$ cat src/rtl/zion_oh2bin_pipe.sv
// zion_oh2bin_pipe
//   Multi-channel pipelined onehot-to-binary encoder with one valid/ready handshake shared by all lanes.
//   Lane c maps its lowest set bit index k to (START + k*STEP) truncated to WIDTH_OUT bits.
//   PIPE=1: full encode in one stage. PIPE=2: per-group hit/local index first, then group select + scale.
//   Optional feature macro: ZION_OH2BIN_ERRCHK_EN adds oErr (lane not exactly-onehot) and oErrStk.
module zion_oh2bin_pipe #(
  parameter int WIDTH_IN  = 8,
  parameter int WIDTH_OUT = 3,
  parameter int CHN       = 1,
  parameter int START     = 0,
  parameter int STEP      = 1,
  parameter int PIPE      = 1,
  parameter int GRP       = 4
) (
  input  logic                     clk,
  input  logic                     rst_n,
  input  logic                     iVld,
  output logic                     iRdy,
  input  logic [CHN*WIDTH_IN-1:0]  iDat,
  output logic                     oVld,
  input  logic                     oRdy,
  output logic [CHN*WIDTH_OUT-1:0] oDat,
  output logic [CHN-1:0]           oHit
`ifdef ZION_OH2BIN_ERRCHK_EN
  ,
  output logic [CHN-1:0]           oErr,
  output logic                     oErrStk
`endif
);

  // Configuration sanity checks, evaluated at elaboration.
  if (PIPE != 1 && PIPE != 2) begin : g_chk_pipe
    $error("zion_oh2bin_pipe: PIPE must be 1 or 2 (got %0d)", PIPE);
  end
  if (PIPE == 2 && (WIDTH_IN % GRP) != 0) begin : g_chk_grp
    $error("zion_oh2bin_pipe: GRP (%0d) must divide WIDTH_IN (%0d)", GRP, WIDTH_IN);
  end
  if ((longint'(START) + longint'(WIDTH_IN - 1) * longint'(STEP)) >
      ((longint'(1) << WIDTH_OUT) - 1)) begin : g_chk_trunc
    $warning("zion_oh2bin_pipe: encoded range exceeds WIDTH_OUT=%0d bits, results truncate", WIDTH_OUT);
  end

  // Lowest set bit index of a full lane (0 when the lane is empty).
  function automatic logic [31:0] low_idx(input logic [WIDTH_IN-1:0] x);
    logic [31:0] k;
    k = '0;
    for (int i = WIDTH_IN - 1; i >= 0; i--) begin
      if (x[i]) k = 32'(i);
    end
    return k;
  endfunction

  // Index to output value: 32-bit arithmetic, then plain truncation (no saturation).
  function automatic logic [WIDTH_OUT-1:0] enc_val(input logic [31:0] k);
    logic [31:0] v;
    v = 32'(START) + k * 32'(STEP);
    return v[WIDTH_OUT-1:0];
  endfunction

  logic                     vld0;
  logic                     adv0;
  logic                     ld0;
  logic                     ld_last;
  logic                     vld_out;
  logic [CHN*WIDTH_OUT-1:0] nxt_dat;
  logic [CHN-1:0]           nxt_hit;
  logic [CHN*WIDTH_OUT-1:0] out_dat;
  logic [CHN-1:0]           out_hit;

  // Stage 0 can take a beat when empty or when its beat moves on this cycle; oRdy ripples through here.
  assign iRdy = ~vld0 | adv0;
  assign ld0  = iVld & iRdy;

  assign oVld = vld_out;
  assign oDat = out_dat;
  assign oHit = out_hit;

  // Stage 0 occupancy flag.
  always_ff @(posedge clk or negedge rst_n) begin
    // NOTE: sequential state uses non-blocking assignments so every flop samples pre-edge values.
    if (!rst_n)    vld0 <= 1'b0;
    else if (ld0)  vld0 <= 1'b1;
    else if (adv0) vld0 <= 1'b0;
  end

  if (PIPE == 1) begin : g_p1
    assign adv0    = vld0 & oRdy;
    assign ld_last = ld0;
    assign vld_out = vld0;

    // Full per-lane encode straight from the input beat.
    always_comb begin
      // NOTE: every output gets a default before the loop so no path leaves it unassigned (no latch).
      nxt_dat = '0;
      nxt_hit = '0;
      for (int c = 0; c < CHN; c++) begin
        nxt_hit[c] = |iDat[c*WIDTH_IN +: WIDTH_IN];
        if (nxt_hit[c]) nxt_dat[c*WIDTH_OUT +: WIDTH_OUT] = enc_val(low_idx(iDat[c*WIDTH_IN +: WIDTH_IN]));
      end
    end
  end else begin : g_p2
    localparam int NGRP = WIDTH_IN / GRP;
    localparam int LW   = (GRP > 1) ? $clog2(GRP) : 1;

    // Lowest set bit index inside one group.
    function automatic logic [LW-1:0] low_local(input logic [GRP-1:0] x);
      logic [LW-1:0] k;
      k = '0;
      for (int i = GRP - 1; i >= 0; i--) begin
        if (x[i]) k = LW'(i);
      end
      return k;
    endfunction

    logic                             vld1;
    logic                             adv1;
    logic [CHN-1:0][NGRP-1:0]         ghit_d;
    logic [CHN-1:0][NGRP-1:0]         ghit_q;
    logic [CHN-1:0][NGRP-1:0][LW-1:0] gidx_d;
    logic [CHN-1:0][NGRP-1:0][LW-1:0] gidx_q;
    logic [31:0]                      k;

    assign adv1    = vld1 & oRdy;
    assign ld_last = vld0 & (~vld1 | adv1);
    assign adv0    = ld_last;
    assign vld_out = vld1;

    // First half of the tree: per-group hit flag and local index.
    always_comb begin
      ghit_d = '0;
      gidx_d = '0;
      for (int c = 0; c < CHN; c++) begin
        for (int g = 0; g < NGRP; g++) begin
          ghit_d[c][g] = |iDat[c*WIDTH_IN + g*GRP +: GRP];
          gidx_d[c][g] = low_local(iDat[c*WIDTH_IN + g*GRP +: GRP]);
        end
      end
    end

    // Stage 0 group payload.
    always_ff @(posedge clk) begin
      // NOTE: payload-only flops have no reset; vld0 already masks whatever they hold.
      if (ld0) begin
        ghit_q <= ghit_d;
        gidx_q <= gidx_d;
      end
    end

    // Stage 1 occupancy flag.
    always_ff @(posedge clk or negedge rst_n) begin
      if (!rst_n)       vld1 <= 1'b0;
      else if (ld_last) vld1 <= 1'b1;
      else if (adv1)    vld1 <= 1'b0;
    end

    // Second half: pick the lowest hit group and form the scaled value.
    always_comb begin
      nxt_dat = '0;
      nxt_hit = '0;
      k       = '0;
      for (int c = 0; c < CHN; c++) begin
        k = '0;
        for (int g = NGRP - 1; g >= 0; g--) begin
          if (ghit_q[c][g]) k = 32'(g * GRP) + 32'(gidx_q[c][g]);
        end
        nxt_hit[c] = |ghit_q[c];
        if (nxt_hit[c]) nxt_dat[c*WIDTH_OUT +: WIDTH_OUT] = enc_val(k);
      end
    end
  end

  // Output stage payload; reset so idle outputs read as zero.
  always_ff @(posedge clk or negedge rst_n) begin
    if (!rst_n) begin
      out_dat <= '0;
      out_hit <= '0;
    end else if (ld_last) begin
      out_dat <= nxt_dat;
      out_hit <= nxt_hit;
    end
  end

`ifdef ZION_OH2BIN_ERRCHK_EN
  // Zero or more than one bit set.
  function automatic logic not_onehot(input logic [WIDTH_IN-1:0] x);
    return (x == '0) || ((x & (x - WIDTH_IN'(1))) != '0);
  endfunction

  logic [CHN-1:0] err_d;
  logic [CHN-1:0] nxt_err;
  logic [CHN-1:0] out_err;
  logic           err_stk;

  // Per-lane onehot violation detect on the incoming beat.
  always_comb begin
    err_d = '0;
    for (int c = 0; c < CHN; c++) err_d[c] = not_onehot(iDat[c*WIDTH_IN +: WIDTH_IN]);
  end

  if (PIPE == 1) begin : g_e1
    assign nxt_err = err_d;
  end else begin : g_e2
    logic [CHN-1:0] err_q;
    // Error flags ride alongside the stage 0 group payload.
    always_ff @(posedge clk) begin
      if (ld0) err_q <= err_d;
    end
    assign nxt_err = err_q;
  end

  // Output error flags and sticky summary of every delivered error beat.
  always_ff @(posedge clk or negedge rst_n) begin
    if (!rst_n) begin
      out_err <= '0;
      err_stk <= 1'b0;
    end else begin
      if (ld_last) out_err <= nxt_err;
      if (vld_out & oRdy & (|out_err)) err_stk <= 1'b1;
    end
  end

  assign oErr    = out_err;
  assign oErrStk = err_stk;
`endif

endmodule

$ cat config.mk
export PLATFORM = sky130hd
export DESIGN_NAME = zion_oh2bin_pipe
export DESIGN_NICKNAME = d
export VERILOG_FILES = /design/src/rtl/zion_oh2bin_pipe.sv
export SDC_FILE = /design/constraint.sdc
export NUM_CORES = 1
export LEC_CHECK = 0
export BUFFER_PORTS_ARGS = -buffer_cell sky130_fd_sc_hd__buf_2
export CORE_AREA = 3 3 40 42
export CTS_CLUSTER_DIAMETER = 50
export DETAILED_ROUTE_END_ITERATION = 8
export DIE_AREA = 0 0 43 45
export SYNTH_ARGS = -nofsm -noshare
export SYNTH_HDL_FRONTEND = slang
export SYNTH_SLANG_ARGS = --single-unit
$ cat constraint.sdc
create_clock -name clk -period 1.08 [get_ports clk]
set_clock_uncertainty 0.05 [all_clocks]
set_input_delay 0 -clock clk [delete_from_list [all_inputs] [get_ports clk]]
set_output_delay 0 -clock clk [all_outputs]
set_load 0.02 [all_outputs]
==> parameters.txt <==
Parameter                              Value

Status
  Run status ... finished clean

Detailed routing
  Detailed-route vias per instance ... approximately 4.2
  Vias post-DR ... 270
  DR pass1 iterations ... 2
  Drt wl/cell ... 10.2 um
  Iteration-0 DRC count of the detailed router ... 8
  Residual antenna-violating net count after detailed routing ... 0
  Remaining design rule violation count ... 0
  Total detailed-routing wirelength ... between 600 and 700 um

Yosys
  Number of synthesized register bits ... 5
  Share of Yosys cell area claimed by the top area cell type ... 0.481
  Yosys warning count ... 0
  Synthesized instance count ... 26
  Most frequent cell after synthesis ... dfrtp_1
  Mapped cell area ... 260 um^2
  Count of flip-flops with a built-in enable after synthesis ... 0
  Yosys cell types ... 11
  Library cell with the largest summed area after synthesis ... dfrtp_1
  Top cells by area in the synthesized netlist ... dfrtp_1 48%, o31ai_1 8.7%, nor4_4 8.2%
  Average size of a mapped cell ... 10.0 um^2
  Top cells by instance count after synthesis ... 5 x dfrtp_1, 3 x inv_1, 3 x nand2_1, 3 x nor2_1, 3 x o31ai_1
  Share of synthesized registers carrying an async set or reset ... 1.00
  Flip-flop cell with the highest count after synthesis ... dfrtp_1
  Mapped Nets ... 38
  Fraction of the yosys area taken by sequential cells ... 0.481

Worst hold path
  Type of the tightest min-delay check ... primary input to register
  Cell count of the worst hold path ... 3
  Hold Startpoint ... oRdy

Pwr
  Comb power frac ... 0.244
  IR Drop Worst-Case VDD ... 0.000314 V
  Internal power summed over all cells ... 406 uW
  Leak Pwr ... 0.000218 uW
  Clock Power Share ... 0.377
  Switching power share of the total ... 0.288
  Sequential group share of total power ... 0.379
  Switching power summed over all nets ... 164 uW
  Pwr per Cell Area ... 1290 mW/mm^2

Setup path
  Buffering stage count on the worst path with inverters included ... 0
  Worst Setup SP ... oVld
  Crit path kind ... register to register
  CP max-delay cell ... dfrtp_2
  Largest delay contributor family on the critical path ... flip-flops
  Required time of the critical path ... between 1000 and 1500 ps
  Critical path, cell by cell ... nand2b_4 > nand2_4 > a31oi_4 > a32o_1
  Worst r2r path cells ... 4
  Startpoint type of the worst setup path ... register
  Critical path data arrival time ... 1170 ps
  Start of the worst register-to-register path ... oVld
  Crit. path cell count ... 4
  Internal reg-to-reg setup slack ... about 38 ps
  Delay of the slowest critical-path stage ... 410 ps
  Worst setup EP type ... register
  Worst-path fanout max ... 6

Placement
  Dpl cell area ... between 300 and 400 um^2
  Placed cell count ... 58
  Final Wtd Congestion ... 0.695
  Post-placement setup slack ... 21.9 ps
  IO buf count ... 17

Floorplan
  Total die area ... around 0.0019 mm^2
  Placeable core region ... 0.00128 mm^2
  Die Span Y ... approximately 45 um
  Initial standard-cell utilization of the core ... 0.203
  Site row count ... 13
  Top-level I/O count ... 18
  Die extent in x ... roughly 43 um

STA
  Transition time at the pin with the least slew margin ... 347 ps
  Relative slew slack ... 0.768
  Top achievable clock speed ... 960 MHz
  Final Critical Period ... 1040 ps
  Crit share post-route ... 0.965
  WHS ... around 12 ps
  Final hold violations ... 0
  Count of final max-slew check failures ... 0
  Setup slack of the critical path after layout ... 38.0 ps
  Setup repair after global routing missed its margin ... false
  Count of final setup violators ... 0

GRT
  Pin count of the biggest net entering global routing ... 7
  Antenna violations before repair ... 0
  GRT Total Usage ... 0.0811
  First-pass GRT wire length ... 1100 um
  Aggregate global routing overflow ... 0
  Number of global-route vias before repair ... 282

CTS
  Clock tree from TritonCTS ... yes
  Worst-case clock buffer depth ... 2
  Buffer type at the clock tree root ... clkbuf_4
  H-tree levels ... 1
  Count of buffers added by post-CTS timing repair for setup ... 0
  Clock sinks ... 5
  Clock slew seen by the registers of the worst setup and hold paths ... roughly 40 ps
  Clock latency of the later-clocked register in the worst-skew pair ... around 240 ps
  Num CTS Buffers ... 3

Flow run
  Max Cap Violations ... 0

Cells and area
  Share of post-route cells with drive strength above 1 ... 0.531
  Non-Filler Instances ... 64
  Final std cell area, no fill ... between 400 and 500 um^2
  Net count, final ... between 60 and 70
  Final antenna diode count ... 0
  Relative area change from synthesis to final layout ... 69.7%
==> per-layer routing <==
metal	GRT usage	share of wire	wire length, um	vias up
met5	0	0	0	-
met4	0.0361	0	0	0
met3	0.0598	0.13	87	0
met2	0.120	0.42	277	18
met1	0.0878	0.44	290	110
li1	-	-	-	142
==> state kept, by name, summed over array words and instances (netlist names) <==
name	cells
oDat	3
oHit	1
oVld	1
==> cell families (layout without fill, tap and decap cells) <==
logic type	Yosys count	after routing	synth area share
buffers and inverters	3	26	0.0433
DFF	5	5	0.481
and+or+nand+nor	9	9	0.216
AOI/OAI and AO/OA	9	9	0.260
==> cells in the final DEF (no fill, tap or decap) <==
cell,netlist,final
a21o_2,1,1
a21oi_1,2,2
a31oi_4,0,1
a32o_1,2,2
buf_2,0,17
clkbuf_1,0,1
clkbuf_4,0,3
dfrtp_1,5,4
dfrtp_2,0,1
dlygate4sd3_1,0,2
inv_1,3,3
nand2_1,3,2
nand2_4,0,1
nand2b_1,2,1
nand2b_4,0,1
nor2_1,3,3
nor4_4,1,1
o31ai_1,3,3
==> worst reg2reg max path: cells and delay by family, from the launching register on <==
| family | cells | cell delay [ps] |
|---|---|---|
| flip-flops | 1 | 410 |
| AO/OA/AOI/OAI | 2 | 360 |
| AND/OR/NAND/NOR | 2 | 160 |
==> path summary, 6_finish.rpt <==
path | endpoint
worst min-delay path | oVld
min in group asynchronous | oDat[2]
worst min register to register | oHit
worst max register to register | oDat[1]
worst max-delay path | oDat[1]
max in group asynchronous | oVld
==> final cells by class <==
class                   instances  area, um^2
clock buffers                   4        26.3
flip-flops and latches          5         126
inverters                       3        11.3
repair buffers                 19         105
fillers                       136         843
multi-input cells              18         154
well taps                      15        18.8
==> power groups by stage <==
stage	Sequential [uW]	Clock [uW]	Combinational (uW)
final	216	215	139
after CTS	217	225	141
after floorplan	241	0	51.6
after detailed placement	220	0	135
after global routing	218	243	151
after global placement	219	0	134
==> stage by stage <==
step	utilization	total power (uW)	setup TNS [ps]
floorplan	-	292	-34.0
global placement	0.308	353	0
detailed placement	0.308	355	0
CTS	0.344	582	0
global route	0.344	611	0
finish	0.344	570	0
==> repair_timing <==
action | 4_1_cts | 5_1_grt
hold buffers | 2 | 0
resized for setup | 0 | 0
endpoints found under the hold margin | 6 | 0
No activity file was read; power rests on OpenSTA's default activity.
